===== config.mk =====
export PLATFORM = sky130hd
export DESIGN_NAME = phase_timing_regfile
export DESIGN_NICKNAME = d
export VERILOG_FILES = /design/src/rtl/phase_timing_regfile.sv
export SDC_FILE = /design/constraint.sdc
export NUM_CORES = 1
export LEC_CHECK = 0
export ABC_AREA = 1
export CAP_MARGIN = 20
export CORE_UTILIZATION = 50
export DETAILED_ROUTE_END_ITERATION = 8
export PLACE_DENSITY_LB_ADDON = 0.25
export SYNTH_ARGS = -nofsm -noshare
export SYNTH_HDL_FRONTEND = slang
export SYNTH_SLANG_ARGS = --single-unit

===== constraint.sdc =====
create_clock -name clk -period 1.98 [get_ports clk]
set_input_delay 0.396 -clock clk [delete_from_list [all_inputs] [get_ports clk]]
set_output_delay 0.396 -clock clk [all_outputs]
set_load 0.02 [all_outputs]

===== src/rtl/phase_timing_regfile.sv =====
// Double-buffered phase duration register bank: host writes shadow copies,
// which move to the active set together only at a controller sequence boundary.
module phase_timing_regfile #(
  parameter int unsigned NUM_PHASES = 3,
  parameter int unsigned TIME_W     = 4,
  parameter int unsigned ADDR_W     = 2,
  parameter int unsigned RESET_TIME = 2
) (
  input  logic                         clk,
  input  logic                         reset,
  input  logic                         wr_en,
  input  logic                         rd_en,
  input  logic [ADDR_W-1:0]            addr,
  input  logic [TIME_W-1:0]            wr_data,
  input  logic                         cycle_done,
  output logic [NUM_PHASES*TIME_W-1:0] phase_time,
  output logic [TIME_W-1:0]            rd_data,
  output logic                         rd_valid,
  output logic                         wr_err,
  output logic                         commit_pending,
  output logic                         update_strobe
);

  localparam int unsigned PT_W = NUM_PHASES * TIME_W;

  logic [TIME_W-1:0] shadow [NUM_PHASES];
  logic [PT_W-1:0]   active;
  logic              lock;

  logic              phase_hit_c;
  logic              wr_ok_c;
  logic [TIME_W-1:0] rd_mux_c;

  assign phase_time = active;

  // Address decode and readback mux; CTRL reads as {lock, commit_pending}
  always_comb begin
    phase_hit_c = 1'b0;
    rd_mux_c    = '0;
    wr_ok_c     = !lock && !commit_pending && (wr_data != '0);
    if (addr == '0) begin
      rd_mux_c = TIME_W'({lock, commit_pending});
    end
    for (int unsigned i = 0; i < NUM_PHASES; i++) begin
      if (addr == ADDR_W'(i + 1)) begin
        phase_hit_c = 1'b1;
        rd_mux_c    = shadow[i];
      end
    end
  end

  always_ff @(posedge clk) begin
    if (reset) begin
      for (int unsigned i = 0; i < NUM_PHASES; i++) begin
        shadow[i] <= TIME_W'(RESET_TIME);
      end
      active         <= {NUM_PHASES{TIME_W'(RESET_TIME)}};
      lock           <= 1'b0;
      commit_pending <= 1'b0;
      rd_valid       <= 1'b0;
      rd_data        <= '0;
      wr_err         <= 1'b0;
      update_strobe  <= 1'b0;
    end else begin
      wr_err        <= 1'b0;
      update_strobe <= 1'b0;
      rd_valid      <= rd_en;
      rd_data       <= rd_en ? rd_mux_c : '0;

      // Commit uses the pending flag as it stood before this edge, so a
      // request written alongside cycle_done waits for the next boundary.
      if (commit_pending && cycle_done) begin
        for (int unsigned i = 0; i < NUM_PHASES; i++) begin
          active[i*TIME_W +: TIME_W] <= shadow[i];
        end
        commit_pending <= 1'b0;
        update_strobe  <= 1'b1;
      end

      if (wr_en) begin
        if (addr == '0) begin
          lock <= wr_data[1];
          if (wr_data[0]) begin
            commit_pending <= 1'b1;
          end
        end else if (phase_hit_c && wr_ok_c) begin
          for (int unsigned i = 0; i < NUM_PHASES; i++) begin
            if (addr == ADDR_W'(i + 1)) begin
              shadow[i] <= wr_data;
            end
          end
        end else begin
          wr_err <= 1'b1;
        end
      end
    end
  end

endmodule


==> flow_summary.yaml, run 1 <==
timing:
  setup-tns-final_ns: 0
  slew_headroom: 0.791
  setup_viol: 0
  fin_crit_sh: 0.899
  rsz0062_at_grt: "no"
  timing.fmax_mhz: 562
  hold_violations: 0
  worst_pin_slew_ns: 0.312
  fin_skew_ns: 0.00716
  slew_violations: 0
  post-route-min-period_ns: 1.78
  hold-worst-slack_ns: 0.485
drt:
  routed_wirelength_mm: 2.55
  drtAntennaViolNets: 0
  via_count: 1075
  wl_per_cell_um: 11.9
  drc: 0
  drt_iter0_drc: 36
  viasPerCell: 5.02
  first_pass_iters: 4
clocking:
  cts_max_level: 2
  post_cts_resized: 0
  post-cts-setup-buffers: 0
  cts.reportedPaths.clkPinSlew_ns: 0.10
  clockBufferDepth: 2
  clkSinkCount: 33
  clkLatencyLatePin_ns: 0.33
  cts_tree: "done"
  cts_hold_buf: 0
  ctsRootBufferMaster: "clkbuf_4"
  numCtsBuffers: 5
synth:
  synth_seq_cells: 33
  syn_inst: 146
  synth-warning-count: 0
  synth-seq-area-share: 0.592
  syn_area_per_cell_um2: 9.03
  synthesis.area_um2: 1320
  synthDistinctLibCells: 19
  synth_nets: 157
critical_path:
  crit_type: "reg -> out"
  critPathLaunch: "commit_pending"
  cp_max_fo: 5
  r2r_start: "commit_pending"
  required_ns: 1.58
  slowest_delay_ns: 0.63
  critPathLaunchType: "register"
  rrSetupSlack_ns: 0.76
  cp.buffers_inverters: 1
  cp_top_family: "buffers and inverters"
  worstPathArrival_ns: 1.38
  crit_slowest_cell: "clkdlybuf4s50_1"
  crit_path_end_kind: "output port"
  reg2reg_depth: 3
  worstPathCellList: "clkdlybuf4s50_1"
  rr_endpoint: "shadow[0][5]"
place:
  portBuffers: 30
  hpwl_mm: 1.97
  place.gp.congestion: 0.855
global_route:
  grt_pass1_wl_mm: 4.08
  antenna_found_initial: 0
  grt_usage: 0.208
  grt_remaining_overflow: 0
  grt_pass1_vias: 929
  grt_max_degree: 16
floorplan:
  die_area_um2: 2850
  io-pin-count: 31
  start_util: 0.532
  core_region_area_um2: 2480
  die_w_um: 53.4
  rows: 18
  die_y_um: 53.4
cells_and_area:
  final_common_cell: "clkdlybuf4s50_1"
  finalNetCount: 194
  area_growth_pct: 30.4
  layout_common_cells: "clkdlybuf4s50_1 (30), nor2_1 (29), dfxtp_1 (21), nand2_1 (20), nand3_1 (16)"
  n_antenna_cell: 0
  drive_above_1_share: 0.114
power_and_ir_drop:
  powerDensity_nw_per_um2: 788
  peakVddDrop_mv: 0.610
  p_leak_nw: 0.736
  power_mw: 1.35
hold_path:
  hold_start: "phase_time[5]"
  min_path_type: "reg -> reg"
  whs_path_depth: 2
  holdPathEnd: "phase_time[5]"
status:
  status: "finished clean"
job:
  drv_cap: 0
==> sequential cells by signal, indices dropped and copies added, names as in the netlist <==
signal and cells:
phase_time 12, shadow 12, rd_data 4, commit_pending 1, lock 1, rd_valid 1
update_strobe 1, wr_err 1
==> worst max-delay path by stage <==
| stage | endpoint | slack [ns] | cells past startpoint |
|---|---|---|---|
| CTS | commit_pending | 0.18 | 1 |
| global placement | shadow[0][9] | 0.18 | 5 |
| detailed placement | shadow[0][9] | 0.15 | 5 |
| global route | commit_pending | 0.12 | 1 |
| floorplan | shadow[0][0] | 0.79 | 5 |
| finish | commit_pending | 0.20 | 1 |
==> per-stage QoR <==
stage	util	area (um^2)	setup slack (ns)	instances
floorplan	-	1320	0.788	146
finish	0.694	1720	0.201	214
global route	0.694	1720	0.124	214
CTS	0.694	1720	0.182	214
global placement	0.664	1640	0.176	206
detailed placement	0.664	1640	0.152	206
==> cell usage after synthesis, drive strengths merged <==
cell | number | share of area
nor2 | 33 | 0.11
inv | 17 | 0.048
buf | 5 | 0.038
nand4 | 4 | 0.019
o21ai | 11 | 0.042
nand3 | 17 | 0.068
o211ai | 1 | 0.0057
nand2 | 21 | 0.062
a21oi | 3 | 0.011
a21boi | 1 | 0.0085
edfxtp | 12 | 0.27
dfxtp | 21 | 0.32
==> layout make-up <==
class | instances | area, um^2
clock buffer | 6 | 41.3
clock inverter | 2 | 33.8
inverter | 17 | 63.8
timing repair buffer | 35 | 338
fill | 203 | 758
tap | 30 | 37.5
sequential | 33 | 781
multi-input combinational | 91 | 424
==> logic make-up (layout without fill, tap and decap cells) <==
family / after synthesis / in the layout / synth area share
AOI/OAI and AO/OA: 16 / 16 / 0.0674
buffers and inverters: 22 / 60 / 0.0863
and+or+nand+nor: 75 / 75 / 0.254
DFF: 33 / 33 / 0.592
==> power breakdown <==
part	total (mW)	switching (mW)	internal, mW
logic	0.139	0.0776	0.0615
clock network	0.473	0.211	0.263
registers	0.742	0.0126	0.729
==> metal layers <==
| metal | vias to the layer above | global-route usage | part of all wire | wire, um |
|---|---|---|---|---|
| met1 | 479 | 0.235 | 0.44 | 1110 |
| met3 | 5 | 0.0833 | 0.062 | 157 |
| li1 | 552 | - | - | - |
| met4 | 0 | 0.0658 | 0.013 | 32 |
| met2 | 39 | 0.354 | 0.49 | 1250 |
| met5 | - | 0 | 0 | 0 |
(Power assumes the default switching activity.)
==> inputs of run 2 (changes only) <==
CORE_MARGIN = 2   (was unset)
SLEW_MARGIN = 20   (was unset)
==> run 2 against run 1 <==
  * Global-route usage decreased by 1.9 points
  * Fmax decreased by 2.3%
  * Combinational power about the same
  * Critical path depth did not move
  * First-iteration DRC count down 25%
  * Wire length grew 0.86%
  * Cell count fell by 0.47%
  * Non-clock buffer count fell by 1
  * Highest routed layer unchanged
==> flow_summary.yaml, run 2 (synthesized netlist as in run 1, its figures left out) <==
status:
  status: "finished clean"
timing:
  hold-worst-slack_ns: 0.486
  fin_skew_ns: 0.00522
  slew_headroom: 0.754
  rsz0062_at_grt: "no"
  fin_crit_sh: 0.920
  slew_violations: 0
  timing.fmax_mhz: 549
  hold_violations: 0
  setup-tns-final_ns: 0
  worst_pin_slew_ns: 0.367
  setup_viol: 0
  post-route-min-period_ns: 1.82
critical_path:
  slowest_delay_ns: 0.65
  crit_slowest_cell: "clkdlybuf4s50_1"
  cp_top_family: "buffers and inverters"
  cp.buffers_inverters: 1
  worstPathCellList: "clkdlybuf4s50_1"
  required_ns: 1.58
  crit_path_end_kind: "output port"
  cp_max_fo: 5
  critPathLaunchType: "register"
  worstPathArrival_ns: 1.43
  crit_type: "reg -> out"
drt:
  drc: 0
  drt_iter0_drc: 27
  via_count: 1068
  drtAntennaViolNets: 0
  routed_wirelength_mm: 2.57
  viasPerCell: 5.01
  first_pass_iters: 4
  wl_per_cell_um: 12.1
power_and_ir_drop:
  peakVddDrop_mv: 0.733
  powerDensity_nw_per_um2: 801
  p_leak_nw: 0.733
clocking:
  ctsRootBufferMaster: "clkbuf_4"
  clkSinkCount: 33
  clockBufferDepth: 2
  cts_tree: "done"
  post-cts-setup-buffers: 0
  numCtsBuffers: 5
  cts_max_level: 2
  cts.reportedPaths.clkPinSlew_ns: 0.10
  clkLatencyLatePin_ns: 0.33
  cts_hold_buf: 0
  post_cts_resized: 0
hold_path:
  min_path_type: "reg -> reg"
job:
  drv_cap: 0
floorplan:
  die_y_um: 55.4
  io-pin-count: 31
  die_w_um: 55.4
  start_util: 0.532
  die_area_um2: 3060
  core_region_area_um2: 2480
  rows: 18
place:
  hpwl_mm: 1.98
  portBuffers: 30
  place.gp.congestion: 0.840
global_route:
  grt_usage: 0.189
  grt_pass1_wl_mm: 4.52
  antenna_found_initial: 0
  grt_max_degree: 16
  grt_remaining_overflow: 0
  grt_pass1_vias: 1052
cells_and_area:
  fillCellCount: 208
  layout_common_cells: "clkdlybuf4s50_1 (30), nor2_1 (29), dfxtp_1 (21), nand2_1 (20), nand3_1 (16)"
  drive_above_1_share: 0.120
  finalNetCount: 193
  n_antenna_cell: 0
  area_growth_pct: 30.5
  final_common_cell: "clkdlybuf4s50_1"
run 2: cell types whose count changed in the layout (fill, tap and decap cells not counted):
cell / delta
buf_4: -1
clkbuf_1: -1
clkinv_1: -1
clkinv_4: +1
clkinvlp_4: +1
run 2: worst min-delay path, stage by stage (launching register included):
cell and delay, ns:
dfxtp_1 0.34, nand2_1 0.05, nand3_1 0.07
run 2: per-layer routing:
layer  track usage  up-vias  wire length [um]
met5             0        -                 0
met4        0.0801        0                27
met3        0.0609        4               171
met2         0.333       30              1340
met1         0.207      487              1030
li1              -      547                 -
run 2: layout make-up:
class | instances | area, um^2 | area share
Multi-Input combinational cell | 91 | 424 | 0.247
Timing Repair Buffer | 34 | 330 | 0.192
Clock buffer | 5 | 37.5 | 0.0218
Tap cell | 30 | 37.5 | 0.0218
Clock inverter | 3 | 46.3 | 0.0269
Inverter | 17 | 63.8 | 0.0371
Sequential cell | 33 | 781 | 0.454
run 2: per-stage QoR:
stage / area, um^2 / utilization / worst slack, ns / cells / power [mW]
CTS: 1720 / 0.694 / 0.160 / 213 / 1.39
global placement: 1640 / 0.661 / 0.145 / 205 / 0.891
floorplan: 1320 / - / 0.788 / 146 / 0.833
detailed placement: 1640 / 0.661 / 0.0919 / 205 / 0.895
global route: 1720 / 0.694 / 0.122 / 213 / 1.44
finish: 1720 / 0.694 / 0.158 / 213 / 1.38
run 2: path summary, 6_finish.rpt:
check	startpoint	endpoint	slack [ns]	cells past startpoint
setup / recovery	commit_pending	commit_pending	0.16	1
hold / removal	phase_time[5]	phase_time[5]	0.49	2
setup reg to reg	commit_pending	shadow[0][0]	0.74	3
hold reg to reg	phase_time[5]	phase_time[5]	0.49	2
run 2: report_power, final:
group	total [mW]	internal, mW	switching, mW
clock network	0.500	0.267	0.232
logic	0.136	0.0601	0.0760
registers	0.743	0.730	0.0133
total	1.38	1.06	0.322
